$ cat src/rtl/bin_to_bcd_seq.sv
`default_nettype none
// ============================================================================
// Module : bin_to_bcd_seq
// Brief  : Sequential double-dabble binary-to-BCD converter feeding a 4-digit
//          7-segment driver; results held between conversions, "EEEE" > 9999.
// Rev    : 1.0
// ============================================================================
module bin_to_bcd_seq #(
    parameter int BIN_W = 16
) (
    input  logic             clk,
    input  logic             rst,
    input  logic             start,
    input  logic [BIN_W-1:0] bin,
    input  logic [1:0]       frac_digits,
    output logic             busy,
    output logic             done,
    output logic [15:0]      digits,
    output logic [1:0]       ones_place,
    output logic             dp_en,
    output logic             ovf
);

    localparam int CNT_W = $clog2(BIN_W + 1);

    typedef enum logic [1:0] {
        IDLE  = 2'd0,
        SHIFT = 2'd1,
        LOAD  = 2'd2
    } state_t;

    state_t state;
    state_t state_next;

    logic [BIN_W-1:0] sr;
    logic [19:0]      acc;
    logic [CNT_W-1:0] cnt;
    logic [1:0]       frac_q;

    logic [19:0]      acc_adj;
    logic [19:0]      acc_shift;
    logic [BIN_W-1:0] sr_shift;
    logic             range_err;
    logic             last_shift;
    logic             unused_adj_msb;

    // Nibble-local add-3 correction ahead of each shift
    generate
        for (genvar i = 0; i < 5; i++) begin : g_adj
            assign acc_adj[4*i +: 4] = (acc[4*i +: 4] >= 4'd5) ? acc[4*i +: 4] + 4'd3
                                                                : acc[4*i +: 4];
        end
    endgenerate

    assign acc_shift      = {acc_adj[18:0], sr[BIN_W-1]};
    assign sr_shift       = sr << 1;
    assign unused_adj_msb = acc_adj[19];
    assign last_shift     = (cnt == CNT_W'(1));
    assign range_err      = (acc_shift[19:16] != 4'd0) || (acc_shift[15:0] > 16'h9999);

    always_ff @(posedge clk or posedge rst) begin
        if (rst) begin
            state <= IDLE;
        end else begin
            state <= state_next;
        end
    end

    always_comb begin
        state_next = state;
        case (state)
            IDLE:    if (start) state_next = SHIFT;
            SHIFT:   if (last_shift) state_next = LOAD;
            LOAD:    state_next = IDLE;
            default: state_next = IDLE;
        endcase
    end

    assign busy = (state == SHIFT);
    assign done = (state == LOAD);

    // Result registers are written on the final shift edge so they are
    // already valid during the LOAD cycle that raises done.
    always_ff @(posedge clk or posedge rst) begin
        if (rst) begin
            sr         <= '0;
            acc        <= '0;
            cnt        <= '0;
            frac_q     <= '0;
            digits     <= '0;
            ones_place <= '0;
            dp_en      <= 1'b0;
            ovf        <= 1'b0;
        end else begin
            case (state)
                IDLE: begin
                    if (start) begin
                        sr     <= bin;
                        frac_q <= frac_digits;
                        acc    <= '0;
                        cnt    <= CNT_W'(BIN_W);
                    end
                end
                SHIFT: begin
                    sr  <= sr_shift;
                    acc <= acc_shift;
                    cnt <= cnt - CNT_W'(1);
                    if (last_shift) begin
                        digits     <= range_err ? 16'hEEEE : acc_shift[15:0];
                        ovf        <= range_err;
                        ones_place <= frac_q;
                        dp_en      <= (frac_q != 2'd0);
                    end
                end
                default: ;
            endcase
        end
    end

endmodule
`default_nettype wire

$ cat config.mk
export PLATFORM = sky130hd
export DESIGN_NAME = bin_to_bcd_seq
export DESIGN_NICKNAME = d
export VERILOG_FILES = /design/src/rtl/bin_to_bcd_seq.sv
export SDC_FILE = /design/constraint.sdc
export NUM_CORES = 1
export LEC_CHECK = 0
export CORE_MARGIN = 8
export CORE_UTILIZATION = 25
export CTS_CLUSTER_SIZE = 25
export DETAILED_ROUTE_END_ITERATION = 8
export PLACE_DENSITY = 0.42
export SLEW_MARGIN = 10
export SYNTH_ARGS = -nofsm -noshare
export SYNTH_HDL_FRONTEND = slang
export SYNTH_SLANG_ARGS = --single-unit
$ cat constraint.sdc
create_clock -name clk -period 2.9 [get_ports clk]
set_input_delay 0.58 -clock clk [delete_from_list [all_inputs] [get_ports clk]]
set_output_delay 0.58 -clock clk [all_outputs]
set_load 0.005 [all_outputs]
==> results.py, run 1 <==
metrics = {
    "clocking": {
        "cts_sinks": 65,
        "clk_pin_slew_worst_paths_ns": 0.06,
        "postCtsSetupBuffers": 0,
        "cts_hold_buf": 0,
        "insertion_delay_ns": 0.33,
        "cts_root_buf": "clkbuf_16",
        "cts_made_buffers": 9,
        "cts_tree": "done",
        "cts-resized-gates": 0,
        "cts_max_level": 3,
        "cts_buffer_depth": 2,
    },
    "sta": {
        "slew_headroom_pct": 61.82,
        "slew_viol_final": 0,
        "grt_setup_unrepaired": "no",
        "fin_crit_sh_pct": 87.08,
        "finClkSkew_ns": 0.004020,
        "worstMarginPinSlew_ns": 0.5692,
        "fmax_ghz": 0.3960,
        "setup_tns_ns": 0,
        "finalHoldViolCount": 0,
        "min_period_ns": 2.525,
        "finalSetupViolations": 0,
        "worst_hold_slack_ns": 0.4775,
    },
    "place": {
        "post_dp_cell_area_sq_um": 4015,
        "place_congestion": 0.7483,
        "dpl.hpwl_um": 5761,
        "io_buffers": 42,
    },
    "synthesis": {
        "synthTopCellsByCount": "dfrtp_1 (65), nand2_1 (57), o21ai_0 (49), a21oi_1 (31), nor2_1 (21)",
        "yosysTopAreaCellShare_pct": 48.22,
        "yosysTopAreaCell": "dfrtp_1",
        "yosys_register_bits": 65,
        "synth_edf_count": 0,
        "ys_seq_area_share_pct": 48.22,
        "postSynthAreaPerCell_sq_um": 9.422,
        "syn_inst": 358,
        "synthTopCellsByArea": "dfrtp_1 (48%), o21ai_0 (7.3%), nand2_1 (6.3%)",
        "synth.net_count": 391,
        "yosysMostFrequentCell": "dfrtp_1",
        "syn_area_sq_um": 3373,
        "ys_types": 49,
        "yosys_warnings": 0,
        "ys.flop_type": "dfrtp_1",
        "synthArstFlopShare_pct": 100.0,
    },
    "setup_path": {
        "r2r-start": "acc[0]$_DFFE_PP0P_",
        "critPathLaunchType": "flop",
        "crit_family": "compound AO/OA/AOI/OAI gates",
        "slowest_stage": "dfrtp_1",
        "required_ns": 3.17,
        "arrival_ns": 2.80,
        "r2r-end": "digits[0]$_DFFE_PP0P_",
        "cpMostUsedCell": "a221o_2",
        "cp_max_fo": 16,
        "crit_cells": 8,
        "crit_start": "acc[0]$_DFFE_PP0P_",
        "crit_type": "flop to flop",
        "crit_chain": "inv_1 -> ha_1 -> nand2b_2 -> a2111oi_4 -> o21ai_0 -> a221o_2 -> a21oi_4 -> a221o_2",
        "critPathBufInv": 1,
        "timing.reg2reg.setup_slack_ns": 0.37,
        "endpoint": "digits[0]$_DFFE_PP0P_",
        "cp-end-kind": "flop",
        "cpPeakStageDelay_ns": 0.46,
        "r2r_cells": 8,
    },
    "floorplan": {
        "rows": 42,
        "die_x_um": 132.2,
        "core_sq_um": 13190,
        "ios": 43,
        "die_area_sq_um": 17470,
        "die_y_um": 132.2,
        "start_util_pct": 25.57,
    },
    "power_and_ir_drop": {
        "ir_drop_mv": 0.5304,
        "power.density_nw_per_um2": 1132,
        "leakage_nw": 1.865,
    },
    "job": {
        "cap_violations": 0,
    },
    "route": {
        "vias_per_cell": 4.598,
        "drt_iter0_drc": 167,
        "finalWirelength_um": 8336,
        "vias": 2690,
        "avgRoutedWirePerCell_um": 14.25,
        "drc": 0,
        "drt-pass1-iter-count": 5,
        "antenna_left": 0,
    },
    "global_routing": {
        "grt_pass1_vias": 2808,
        "grt_first_pass_wirelength_um": 14120,
        "antenna_found_initial": 0,
        "grt_overflow": 0,
        "grt_max_degree": 44,
        "globalRouteTotalUtil_pct": 9.998,
    },
    "min_path": {
        "hp-class": "flop to flop",
    },
    "layout": {
        "regArea_sq_um": 1627,
        "area_growth_pct": 28.41,
        "multi_input_area_sq_um": 1612,
        "drive_gt1_share_pct": 10.27,
        "nets": 437,
        "final_area_sq_um": 4332,
        "diodes": 0,
        "fin_util_pct": 32.84,
        "fillers": 1357,
    },
    "outcome": {
        "outcome": "completed",
    },
}
[worst min path at each step]
stage / cells past startpoint / slack, ns / from / endpoint
floorplan: 1 / 0.45 / cnt[4]$_DFFE_PP0P_ / cnt[4]$_DFFE_PP0P_
global placement: 2 / 0.46 / sr[10]$_DFFE_PP0P_ / sr[10]$_DFFE_PP0P_
detailed placement: 2 / 0.46 / dp_en$_DFFE_PP0P_ / dp_en$_DFFE_PP0P_
CTS: 2 / 0.48 / dp_en$_DFFE_PP0P_ / dp_en$_DFFE_PP0P_
global route: 1 / 0.49 / cnt[4]$_DFFE_PP0P_ / cnt[4]$_DFFE_PP0P_
finish: 2 / 0.48 / sr[10]$_DFFE_PP0P_ / sr[10]$_DFFE_PP0P_
[sequential cells by signal, indices dropped and copies added (netlist names)]
register	count
acc	20
cnt	5
digits	16
dp_en	1
frac_q	2
ones_place	2
ovf	1
sr	16
state	2
[tightest hold or removal path: cells and delay by family, from the launching register on]
| kind | cells | cell delay [ns] |
|---|---|---|
| simple gates | 1 | 0.04 |
| compound gates | 1 | 0.06 |
| flops | 1 | 0.34 |
[power breakdown]
part	internal (W)	switching (W)	leakage, nW
registers	0.00131	0.000336	0.800
logic	0.000981	0.00113	0.913
clock network	0.000734	0.000409	0.151
total	0.00303	0.00188	1.86
[area by class of cell]
class,count,share of cell area (%)
inverter,17,1.473
clock inverter,4,1.155
multi-input combinational,261,37.20
timing repair buffer,50,11.38
clock buffer,12,6.153
sequential,65,37.55
tap,176,5.084
[per-layer routing]
layer / GRT usage, % / up-vias / part of all wire, %
met4: 3.638 / 0 / 1.4
met5: 0 / - / 0
met1: 12.88 / 1262 / 50
li1: - / 1351 / -
met3: 4.002 / 11 / 5.8
met2: 14.69 / 66 / 43
[placed cells by master (no fill, tap or decap), drive strengths merged, types with 2 or more instances in the layout]
cell,n
clkinv,2
nand3,2
a22o,4
and3b,12
mux2,2
a21oi,32
ha,12
clkinvlp,2
a22oi,3
nand2,57
nor3,5
mux2i,4
o21ai,50
clkbuf,12
a221o,5
dfrtp,65
nor2,21
nand2b,9
inv,16
nor2b,5
xnor2,5
clkdlybuf4s50,42
a211oi,9
buf,8
and2,3
nor3b,4
[per-stage QoR]
stage | setup slack [ns] | instances | power (W)
4_1_cts | 0.3431 | 585 | 0.004994
3_5_place_dp | 0.3758 | 569 | 0.003823
2_1_floorplan | 0.6354 | 358 | 0.003020
6_report | 0.3748 | 585 | 0.004902
3_3_place_gp | 0.4013 | 569 | 0.003783
5_1_grt | 0.2069 | 585 | 0.005344
[cell families (layout without fill, tap and decap cells)]
logic type | count (synthesis) | after routing | share of synthesized area, %
simple gates | 126 | 126 | 19.14
compound gates | 112 | 112 | 20.92
flops | 65 | 65 | 48.22
buf+inv | 32 | 83 | 4.117
xor+xnor | 5 | 5 | 1.298
fa+ha+maj | 12 | 12 | 4.451
mux | 6 | 6 | 1.855
Note: power is estimated with default switching activity, not from simulation.
==> inputs of run 2 (changes only) <==
--- a/config.mk
+++ b/config.mk
@@ -9,6 +9,8 @@
 export CORE_UTILIZATION = 25
 export CTS_CLUSTER_SIZE = 25
 export DETAILED_ROUTE_END_ITERATION = 8
+export HOLD_SLACK_MARGIN = 0.12
+export MAX_ROUTING_LAYER = met4
 export PLACE_DENSITY = 0.42
 export SLEW_MARGIN = 10
 export SYNTH_ARGS = -nofsm -noshare
==> results.py, run 2 (synthesis gave the netlist of run 1 again) <==
metrics = {
    "outcome": {
        "outcome": "completed",
    },
    "global_routing": {
        "globalRouteTotalUtil_pct": 10.28,
        "grt_max_degree": 44,
        "grt_pass1_vias": 2808,
        "grt_first_pass_wirelength_um": 14120,
        "antenna_found_initial": 0,
        "grt_overflow": 0,
    },
    "route": {
        "drt-pass1-iter-count": 4,
        "drt_iter0_drc": 160,
        "drc": 0,
        "wl_met2_um": 3529,
        "wl_met3_um": 383,
        "finalWirelength_um": 8369,
        "top_layer": "met4",
        "avgRoutedWirePerCell_um": 14.31,
        "antenna_left": 0,
        "wl_met1_um": 4337,
        "vias_per_cell": 4.568,
        "vias": 2672,
    },
    "floorplan": {
        "ios": 43,
        "die_x_um": 132.2,
        "core_sq_um": 13190,
        "rows": 42,
        "die_area_sq_um": 17470,
        "die_y_um": 132.2,
        "start_util_pct": 25.57,
    },
    "sta": {
        "slew_viol_final": 0,
        "finalSetupViolations": 0,
        "finalHoldViolCount": 0,
        "slew_headroom_pct": 61.84,
        "setup_tns_ns": 0,
        "min_period_ns": 2.528,
        "fin_crit_sh_pct": 87.17,
        "grt_setup_unrepaired": "no",
        "layout_setup_ws_ns": 0.3720,
        "worstMarginPinSlew_ns": 0.5689,
        "fmax_ghz": 0.3956,
        "finClkSkew_ns": 0.003646,
    },
    "setup_path": {
        "cp_max_fo": 16,
        "cp-end-kind": "flop",
        "r2r-end": "digits[0]$_DFFE_PP0P_",
        "crit_type": "flop to flop",
        "timing.reg2reg.setup_slack_ns": 0.37,
        "required_ns": 3.17,
        "r2r-start": "acc[0]$_DFFE_PP0P_",
        "critPathLaunchType": "flop",
        "arrival_ns": 2.80,
        "r2r_cells": 8,
    },
    "power_and_ir_drop": {
        "sw_frac_of_total_pct": 38.29,
        "totalPowerFinal_w": 0.004904,
        "power_frac_comb_pct": 43.1,
        "pwr-share-seq_pct": 33.6,
        "p_clk_share_pct": 23.3,
        "power.density_nw_per_um2": 1132,
        "p_int_w": 0.003026,
        "ir_drop_mv": 0.5299,
        "leakage_nw": 1.865,
        "p_sw_w": 0.001878,
    },
    "place": {
        "dpl.hpwl_um": 5761,
        "dp_slack_ns": 0.3758,
        "post_dp_cell_area_sq_um": 4015,
        "place_congestion": 0.7578,
        "io_buffers": 42,
    },
    "layout": {
        "drive_gt1_share_pct": 10.27,
        "nets": 437,
        "regArea_sq_um": 1627,
        "largest_register_ffs": 20,
        "mostFrequentLayoutCells": "dfrtp_1 (65), nand2_1 (57), o21ai_0 (49)",
        "multi_input_area_sq_um": 1612,
        "area_growth_pct": 28.41,
        "reg_top3": "acc x20, digits x16, sr x16",
        "layout_commonest_cell": "dfrtp_1",
        "final_area_sq_um": 4332,
        "fillers": 1357,
        "largest-register": "acc",
        "diodes": 0,
    },
    "clocking": {
        "clk_pin_slew_worst_paths_ns": 0.05,
        "cts_hold_buf": 0,
        "cts_made_buffers": 9,
        "postCtsSetupBuffers": 0,
        "insertion_delay_ns": 0.33,
        "cts_buffer_depth": 2,
        "cts-resized-gates": 0,
        "cts_tree": "done",
        "cts_root_buf": "clkbuf_16",
        "cts_max_level": 3,
        "cts_sinks": 65,
    },
    "min_path": {
        "worstHoldEndpoint": "ones_place[0]$_DFFE_PP0P_",
        "hp-class": "flop to flop",
        "min_from": "ones_place[0]$_DFFE_PP0P_",
        "hold_depth": 2,
    },
    "job": {
        "cap_violations": 0,
    },
}
run 2: per-stage QoR:
stage	hold slack, ns	cells	utilization (%)
floorplan	0.4456	358	-
global placement	0.4645	569	30.44
detailed placement	0.4639	569	30.44
CTS	0.4774	585	32.84
global route	0.4904	585	32.84
finish	0.4792	585	32.84
run 2: area by class of cell:
type / instances / share of cell area [%]
clock buffers: 12 / 6.153
repair buffers: 50 / 11.38
well taps: 176 / 5.084
inverters: 17 / 1.473
multi-input cells: 261 / 37.20
flip-flops and latches: 65 / 37.55
clock inverters: 4 / 1.155
run 2: worst max-delay path, cell delays in order (launching register included):
cell and delay [ns]:
dfrtp_1 0.46, inv_1 0.13, ha_1 0.25, nand2b_2 0.11
a2111oi_4 0.37, o21ai_0 0.13, a221o_2 0.39, a21oi_4 0.39
a221o_2 0.23
run 2: power by group through the flow:
stage | Combinational (W) | Clock, W | Sequential (W)
after floorplan | 0.00144 | 0 | 0.00158
after global placement | 0.00213 | 0 | 0.00165
after detailed placement | 0.00216 | 0 | 0.00166
after CTS | 0.00217 | 0.00118 | 0.00165
after global routing | 0.00241 | 0.00122 | 0.00171
final | 0.00212 | 0.00114 | 0.00165
run 2: worst max-delay path by stage:
stage | cells after the start | slack (ns) | start | endpoint
2_1_floorplan | 9 | 0.64 | acc[1]$_DFFE_PP0P_ | digits[7]$_DFFE_PP0P_
3_3_place_gp | 8 | 0.40 | acc[0]$_DFFE_PP0P_ | digits[0]$_DFFE_PP0P_
3_5_place_dp | 8 | 0.38 | acc[1]$_DFFE_PP0P_ | digits[13]$_DFFE_PP0P_
4_1_cts | 8 | 0.34 | acc[1]$_DFFE_PP0P_ | digits[0]$_DFFE_PP0P_
5_1_grt | 8 | 0.21 | acc[0]$_DFFE_PP0P_ | digits[14]$_DFFE_PP0P_
6_report | 8 | 0.37 | acc[0]$_DFFE_PP0P_ | digits[0]$_DFFE_PP0P_
run 2: per-layer routing:
| metal | vias up | GRT usage (%) |
|---|---|---|
| li1 | 1348 | - |
| met1 | 1249 | 13.27 |
| met2 | 63 | 14.69 |
| met3 | 12 | 3.354 |
| met4 | 0 | 3.638 |
| met5 | - | - |
==> inputs of run 3 (changes only) <==
--- a/config.mk
+++ b/config.mk
@@ -7,7 +7,7 @@
 export LEC_CHECK = 0
 export CORE_MARGIN = 8
 export CORE_UTILIZATION = 25
-export CTS_CLUSTER_SIZE = 25
+export CTS_CLUSTER_SIZE = 24
 export DETAILED_ROUTE_END_ITERATION = 8
 export HOLD_SLACK_MARGIN = 0.12
 export MAX_ROUTING_LAYER = met4
==> results of run 3 <==
The final DEF is identical to that of run 2; final timing and power are the same.
